### src/rtl/mha_seq_ctrl_if.sv
// Control/status bundle between the multi-head attention sequencer and its surroundings.
// The master side issues start/out_ready; the slave side (the sequencer) reports progress.
interface mha_seq_ctrl_if #(
  parameter int NUM_HEADS = 4,
  parameter int K_TILES   = 4,
  parameter int SA_DIM    = 4
) ();
  localparam int AW = (K_TILES * SA_DIM > 1) ? $clog2(K_TILES * SA_DIM) : 1;
  localparam int HW = (NUM_HEADS > 1) ? $clog2(NUM_HEADS) : 1;

  logic          start;
  logic          out_ready;
  logic          busy;
  logic          sa_clear;
  logic          feed_en;
  logic [AW-1:0] rd_addr;
  logic [HW-1:0] head_idx;
  logic          out_valid;
  logic          done;

  modport master (
    output start, out_ready,
    input  busy, sa_clear, feed_en, rd_addr, head_idx, out_valid, done
  );

  modport slave (
    input  start, out_ready,
    output busy, sa_clear, feed_en, rd_addr, head_idx, out_valid, done
  );
endinterface

### src/rtl/mha_seq_ctrl.sv
// Multi-head attention sequencer: per head, clears the systolic array, feeds operand tiles,
// flushes the skewed partial sums and drains the accumulator row before moving to the next head.
module mha_seq_ctrl #(
  parameter int NUM_HEADS = 4,
  parameter int K_TILES   = 4,
  parameter int SA_DIM    = 4
) (
  input  logic           clk_i,
  input  logic           reset_i,
  mha_seq_ctrl_if.slave  bus_if
);
  localparam int FEED_LEN  = K_TILES * SA_DIM;
  localparam int FLUSH_LEN = 2 * SA_DIM - 2;
  localparam int AW = (FEED_LEN > 1) ? $clog2(FEED_LEN) : 1;
  localparam int HW = (NUM_HEADS > 1) ? $clog2(NUM_HEADS) : 1;
  localparam int FW = (FLUSH_LEN > 1) ? $clog2(FLUSH_LEN) : 1;

  localparam logic [AW-1:0] LAST_ADDR  = AW'(FEED_LEN - 1);
  localparam logic [FW-1:0] LAST_FLUSH = FW'((FLUSH_LEN > 0) ? FLUSH_LEN - 1 : 0);
  localparam logic [HW-1:0] LAST_HEAD  = HW'(NUM_HEADS - 1);

  typedef enum logic [2:0] {
    S_IDLE  = 3'd0,
    S_CLEAR = 3'd1,
    S_FEED  = 3'd2,
    S_FLUSH = 3'd3,
    S_DRAIN = 3'd4,
    S_DONE  = 3'd5
  } state_e;

  state_e        state_q, state_d;
  logic [AW-1:0] rd_addr_q, rd_addr_d;
  logic [HW-1:0] head_q, head_d;
  logic [FW-1:0] flush_q, flush_d;
  logic          busy_q, busy_d;
  logic          sa_clear_q, sa_clear_d;
  logic          feed_en_q, feed_en_d;
  logic          out_valid_q, out_valid_d;
  logic          done_q, done_d;

  // Next-state, counter and registered-output decode.
  always_comb begin
    state_d   = state_q;
    rd_addr_d = rd_addr_q;
    head_d    = head_q;
    flush_d   = flush_q;

    case (state_q)
      S_IDLE: begin
        if (bus_if.start) begin
          state_d   = S_CLEAR;
          head_d    = '0;
          rd_addr_d = '0;
        end else begin
          state_d = S_IDLE;
        end
      end
      S_CLEAR: begin
        state_d = S_FEED;
      end
      S_FEED: begin
        // rd_addr doubles as the feed counter; it stops at the last tile row and holds through FLUSH.
        if (rd_addr_q == LAST_ADDR) begin
          flush_d = '0;
          if (FLUSH_LEN == 0) begin
            state_d = S_DRAIN;
          end else begin
            state_d = S_FLUSH;
          end
        end else begin
          rd_addr_d = rd_addr_q + AW'(1);
        end
      end
      S_FLUSH: begin
        if (flush_q == LAST_FLUSH) begin
          state_d = S_DRAIN;
        end else begin
          flush_d = flush_q + FW'(1);
        end
      end
      S_DRAIN: begin
        if (bus_if.out_ready) begin
          if (head_q == LAST_HEAD) begin
            state_d = S_DONE;
          end else begin
            state_d   = S_CLEAR;
            head_d    = head_q + HW'(1);
            rd_addr_d = '0;
          end
        end else begin
          state_d = S_DRAIN;
        end
      end
      S_DONE: begin
        state_d   = S_IDLE;
        head_d    = '0;
        rd_addr_d = '0;
      end
      default: begin
        state_d   = S_IDLE;
        head_d    = '0;
        rd_addr_d = '0;
        flush_d   = '0;
      end
    endcase

    // Outputs follow the state being entered so they are flops aligned with state_q.
    busy_d      = (state_d != S_IDLE);
    sa_clear_d  = (state_d == S_CLEAR);
    feed_en_d   = (state_d == S_FEED);
    out_valid_d = (state_d == S_DRAIN);
    done_d      = (state_d == S_DONE);
  end

  // State, counters and output registers.
  always_ff @(posedge clk_i or posedge reset_i) begin
    if (reset_i) begin
      state_q     <= S_IDLE;
      rd_addr_q   <= '0;
      head_q      <= '0;
      flush_q     <= '0;
      busy_q      <= 1'b0;
      sa_clear_q  <= 1'b0;
      feed_en_q   <= 1'b0;
      out_valid_q <= 1'b0;
      done_q      <= 1'b0;
    end else begin
      state_q     <= state_d;
      rd_addr_q   <= rd_addr_d;
      head_q      <= head_d;
      flush_q     <= flush_d;
      busy_q      <= busy_d;
      sa_clear_q  <= sa_clear_d;
      feed_en_q   <= feed_en_d;
      out_valid_q <= out_valid_d;
      done_q      <= done_d;
    end
  end

  assign bus_if.busy      = busy_q;
  assign bus_if.sa_clear  = sa_clear_q;
  assign bus_if.feed_en   = feed_en_q;
  assign bus_if.rd_addr   = rd_addr_q;
  assign bus_if.head_idx  = head_q;
  assign bus_if.out_valid = out_valid_q;
  assign bus_if.done      = done_q;
endmodule

### src/flat_wrapper.sv
// flat-port wrapper written by rule: the top's interface ports become plain ports
module mha_seq_ctrl_flat 
#(
  parameter int NUM_HEADS = 4,
  parameter int K_TILES   = 4,
  parameter int SA_DIM    = 4
)
  (clk_i, reset_i, bus_if_start, bus_if_out_ready, bus_if_busy, bus_if_sa_clear, bus_if_feed_en, bus_if_rd_addr, bus_if_head_idx, bus_if_out_valid, bus_if_done);
  mha_seq_ctrl_if #(.NUM_HEADS(NUM_HEADS), .K_TILES(K_TILES), .SA_DIM(SA_DIM)) bus_if_i ();
  input  logic clk_i;
  input  logic reset_i;
  input wire logic [$bits(bus_if_i.start)-1:0] bus_if_start;
  input wire logic [$bits(bus_if_i.out_ready)-1:0] bus_if_out_ready;
  output wire logic [$bits(bus_if_i.busy)-1:0] bus_if_busy;
  output wire logic [$bits(bus_if_i.sa_clear)-1:0] bus_if_sa_clear;
  output wire logic [$bits(bus_if_i.feed_en)-1:0] bus_if_feed_en;
  output wire logic [$bits(bus_if_i.rd_addr)-1:0] bus_if_rd_addr;
  output wire logic [$bits(bus_if_i.head_idx)-1:0] bus_if_head_idx;
  output wire logic [$bits(bus_if_i.out_valid)-1:0] bus_if_out_valid;
  output wire logic [$bits(bus_if_i.done)-1:0] bus_if_done;
  assign bus_if_i.start = bus_if_start;
  assign bus_if_i.out_ready = bus_if_out_ready;
  assign bus_if_busy = bus_if_i.busy;
  assign bus_if_sa_clear = bus_if_i.sa_clear;
  assign bus_if_feed_en = bus_if_i.feed_en;
  assign bus_if_rd_addr = bus_if_i.rd_addr;
  assign bus_if_head_idx = bus_if_i.head_idx;
  assign bus_if_out_valid = bus_if_i.out_valid;
  assign bus_if_done = bus_if_i.done;
  mha_seq_ctrl #(.NUM_HEADS(NUM_HEADS), .K_TILES(K_TILES), .SA_DIM(SA_DIM)) u_core (.clk_i(clk_i), .reset_i(reset_i), .bus_if(bus_if_i));
endmodule
### config.mk
export PLATFORM = sky130hd
export DESIGN_NAME = mha_seq_ctrl_flat
export DESIGN_NICKNAME = d
export VERILOG_FILES = /design/src/rtl/mha_seq_ctrl_if.sv /design/src/rtl/mha_seq_ctrl.sv /design/src/flat_wrapper.sv
export SDC_FILE = /design/constraint.sdc
export NUM_CORES = 1
export LEC_CHECK = 0
export ABC_CLOCK_PERIOD_IN_PS = 3790
export CAP_MARGIN = 5
export CELL_PAD_IN_SITES_DETAIL_PLACEMENT = 0
export CELL_PAD_IN_SITES_GLOBAL_PLACEMENT = 1
export CORE_ASPECT_RATIO = 1.4
export CORE_MARGIN = 10
export CORE_UTILIZATION = 35
export CTS_CLUSTER_DIAMETER = 200
export CTS_CLUSTER_SIZE = 28
export DETAILED_ROUTE_END_ITERATION = 8
export PLACE_DENSITY = 0.69
export SLEW_MARGIN = 20
export SYNTH_ARGS = -nofsm -noshare
export SYNTH_HDL_FRONTEND = slang
export SYNTH_SLANG_ARGS = --single-unit
### constraint.sdc
create_clock -name clk_i -period 3.79 [get_ports clk_i]
set_input_delay 0.379 -clock clk_i [delete_from_list [all_inputs] [get_ports clk_i]]
set_output_delay 0.379 -clock clk_i [all_outputs]
set_load 0.01 [all_outputs]
==> run_results.csv <==
group,metric,value,unit
cts,path_clk_slew,0.10,ns
timing,slew_headroom,56.5,%
grt,grt_pass1_vias,694,
synth,synth_top_family_by_area,"simple AND/OR/NAND/NOR gates",
grt,antenna_found_initial,0,
grt,grt_first_pass_wirelength,3230,um
synth,synth_fp_nets,91,
setup_path,start_kind,"flop",
synth,synth_mux_area_share,5.10,%
cts,cts_buffers,3,
synth,synth-edff-count,0,
setup_path,crit_fanout,7,
setup_path,path_buf_inv,1,
drt,first_iter_violations,20,
outcome,status,"finished, final reports clean",
drt,antenna_left,0,
synth,ys_types,37,
placement,hpwl,1410,um
synth,avgSynthCellArea,10.9,um^2
timing,slew_violations,0,
cts,postCtsSetupBuffers,0,
cts,cts.repair.resized,0,
power,peakVddDrop,0.000341,V
power,powerDensity,675,mW/mm^2
layout,instances_no_fill,132,
timing,worst_hold_slack,0.466,ns
drt,dr.pass1.iters,4,
drt,post_drt_wl_per_cell,14.1,um
die,rows,21,
power,leakage,0.477,nW
grt,grt_max_degree,18,
cts,clk_path_buf_depth,2,
cts,cts_sinks,17,
cts,cts_tree,"yes",
synth,synthSimpleGateAreaFrac,21.5,%
synth,synth_compound_area_share,16.4,%
layout,final_nets,107,
grt,grt_util_all_layers,7.95,%
layout,drive_above_1_share,15.3,%
timing,fin_crit_sh,46.3,%
setup_path,critical_path_class,"flop to output pin",
timing,fin_crit,1.75,ns
setup_path,critPathCaptureType,"output pin",
drt,avgViaCountPerCell,5.03,
grt,grt_overflow_total,0,
synth,synth-xor-area-share,0,%
placement,dpl_worst_slack,1.91,ns
layout,post-route-util,44.6,%
worst_hold_path,hp-class,"primary input to async pin",
synth,syn_area,907,um^2
placement,gp_congestion,0.754,
die,io_pins,15,
synth,synth_flop_cell,"dfrtp_1",
power,finalPower,0.736,mW
cts,clk_root_buffer_cell,"clkbuf_4",
layout,area_growth,20.3,%
drt,finalWirelength,1860,um
layout,stdcell_area,0.00109,mm^2
timing,setup-violations-final,0,
die,die_y,80.2,um
placement,place_inst,128,
setup_path,slowest_stage,"clkdlybuf4s50_1",
synth,yosys.area.top_type,"dfrtp_1",
synth,yosysTopAreaCellShare,46.9,%
synth,ys_seq_elements,17,
synth,syn_inst,83,
die,fp.coreArea,0.00244,mm^2
placement,port-buffer-count,14,
synth,synth_adder_area_share,5.52,%
timing,tns,0,ns
setup_path,cpPeakStageDelay,0.59,ns
layout,diodes,0,
timing,clock.fmax,570,MHz
cts,clk_latency,0.29,ns
cts,hold_buffers,0,
placement,placed_cell_area,0.00106,mm^2
drt,drcViolationCount,0,
timing,worstMarginPinSlew,0.652,ns
synth,async_reset_ff_share,100,%
timing,fin_ws,2.04,ns
die,initial_utilization,37.1,%
flow_run,cap_violations,0,
cts,htree_levels,1,
timing,rsz0062_at_grt,"false",
synth,yosysWarnings,0,
die,die-area,0.00506,mm^2
layout,n_fill_cell,247,
synth,synth_area_leaders,"dfrtp_1, ha_1, nand2_1",
drt,via_count,664,
setup_path,worstPathRequired,3.41,ns
setup_path,cp_top_family,"buffers and inverters",
synth,yosysSeqAreaShare,46.9,%
timing,skew,0.00418,ns
setup_path,path_cells,"clkdlybuf4s50_1",
setup_path,arrival,1.37,ns
die,fp.dieW,63.0,um
timing,hold_viol,0,
-- kinds of logic after synthesis --
family                     count (synthesis)
muxes                                      4
adders and majority gates                  4
AOI/OAI and AO/OA                         19
and+or+nand+nor                           32
DFF                                       17
buffers and inverters                      7
-- power by group --
part,switching [mW],internal (mW)
sequential,0.0737,0.234
combinational,0.152,0.179
clock,0.0575,0.0393
-- path summary, 6_finish.rpt --
path / from / to / slack, ns / cells after the start
max in group asynchronous: reset_i / u_core.flush_q[1]$_DFFE_PP0P_ / 2.90 / 2
worst min-delay path: reset_i / u_core.bus_if.feed_en$_DFF_PP0_ / 0.47 / 2
worst min register to register: u_core.bus_if.head_idx[0]$_DFFE_PP0P_ / u_core.bus_if.head_idx[0]$_DFFE_PP0P_ / 0.55 / 1
worst max register to register: u_core.state_q[2]$_DFF_PP0_ / u_core.bus_if.rd_addr[0]$_DFFE_PP0P_ / 2.07 / 4
worst max-delay path: u_core.bus_if.rd_addr[2]$_DFFE_PP0P_ / bus_if_rd_addr[2] / 2.04 / 1
min in group clk_i: u_core.bus_if.head_idx[0]$_DFFE_PP0P_ / u_core.bus_if.head_idx[0]$_DFFE_PP0P_ / 0.55 / 1
-- registers in the layout, summed over array words and instances (netlist names) --
| name | count |
|---|---|
| u_core.flush_q | 3 |
| u_core.bus_if.out_valid | 1 |
| u_core.bus_if.rd_addr | 4 |
| u_core.bus_if.sa_clear | 1 |
| u_core.bus_if.busy | 1 |
| u_core.bus_if.done | 1 |
| u_core.bus_if.feed_en | 1 |
| u_core.state_q | 3 |
| u_core.bus_if.head_idx | 2 |
-- cell usage in the layout, fill, tap and decap left out, types with 3 or more instances in the layout --
master            n
nand2_1           7
a21oi_1           3
inv_1             4
nor2b_1           3
nor3_1            3
clkdlybuf4s50_1  14
ha_1              4
nor2_1            4
clkbuf_4          3
dfrtp_1          17
o21ai_0           5
-- final cells by class --
| class | instances | area, um^2 | share of cell area, % |
|---|---|---|---|
| clock buffer | 3 | 22.5 | 2.06 |
| clock inverter | 1 | 5.00 | 0.459 |
| inverter | 4 | 15.0 | 1.38 |
| multi-input combinational | 59 | 440 | 40.4 |
| sequential | 17 | 425 | 39.0 |
| tap | 34 | 42.5 | 3.90 |
| timing repair buffer | 14 | 140 | 12.8 |
-- cells in the mapped netlist (2+ instances only) --
library cell / number
a21oi_1: 3
nand2_1: 7
nor2b_1: 3
ha_1: 4
nor2_1: 4
nand4_1: 2
nor3_1: 3
inv_1: 4
nand2b_1: 2
nor3b_2: 2
mux2i_1: 2
dfrtp_1: 17
and2_1: 2
o21ai_0: 5
-- routing by layer --
layer | global-route usage, % | vias up | share of wire (%)
met4 | 5.38 | 0 | 2.0
met2 | 14.2 | 10 | 54
met5 | 0 | - | 0
li1 | - | 328 | -
met1 | 7.99 | 322 | 41
met3 | 2.08 | 4 | 3.6
No activity file was read; power rests on OpenSTA's default activity.
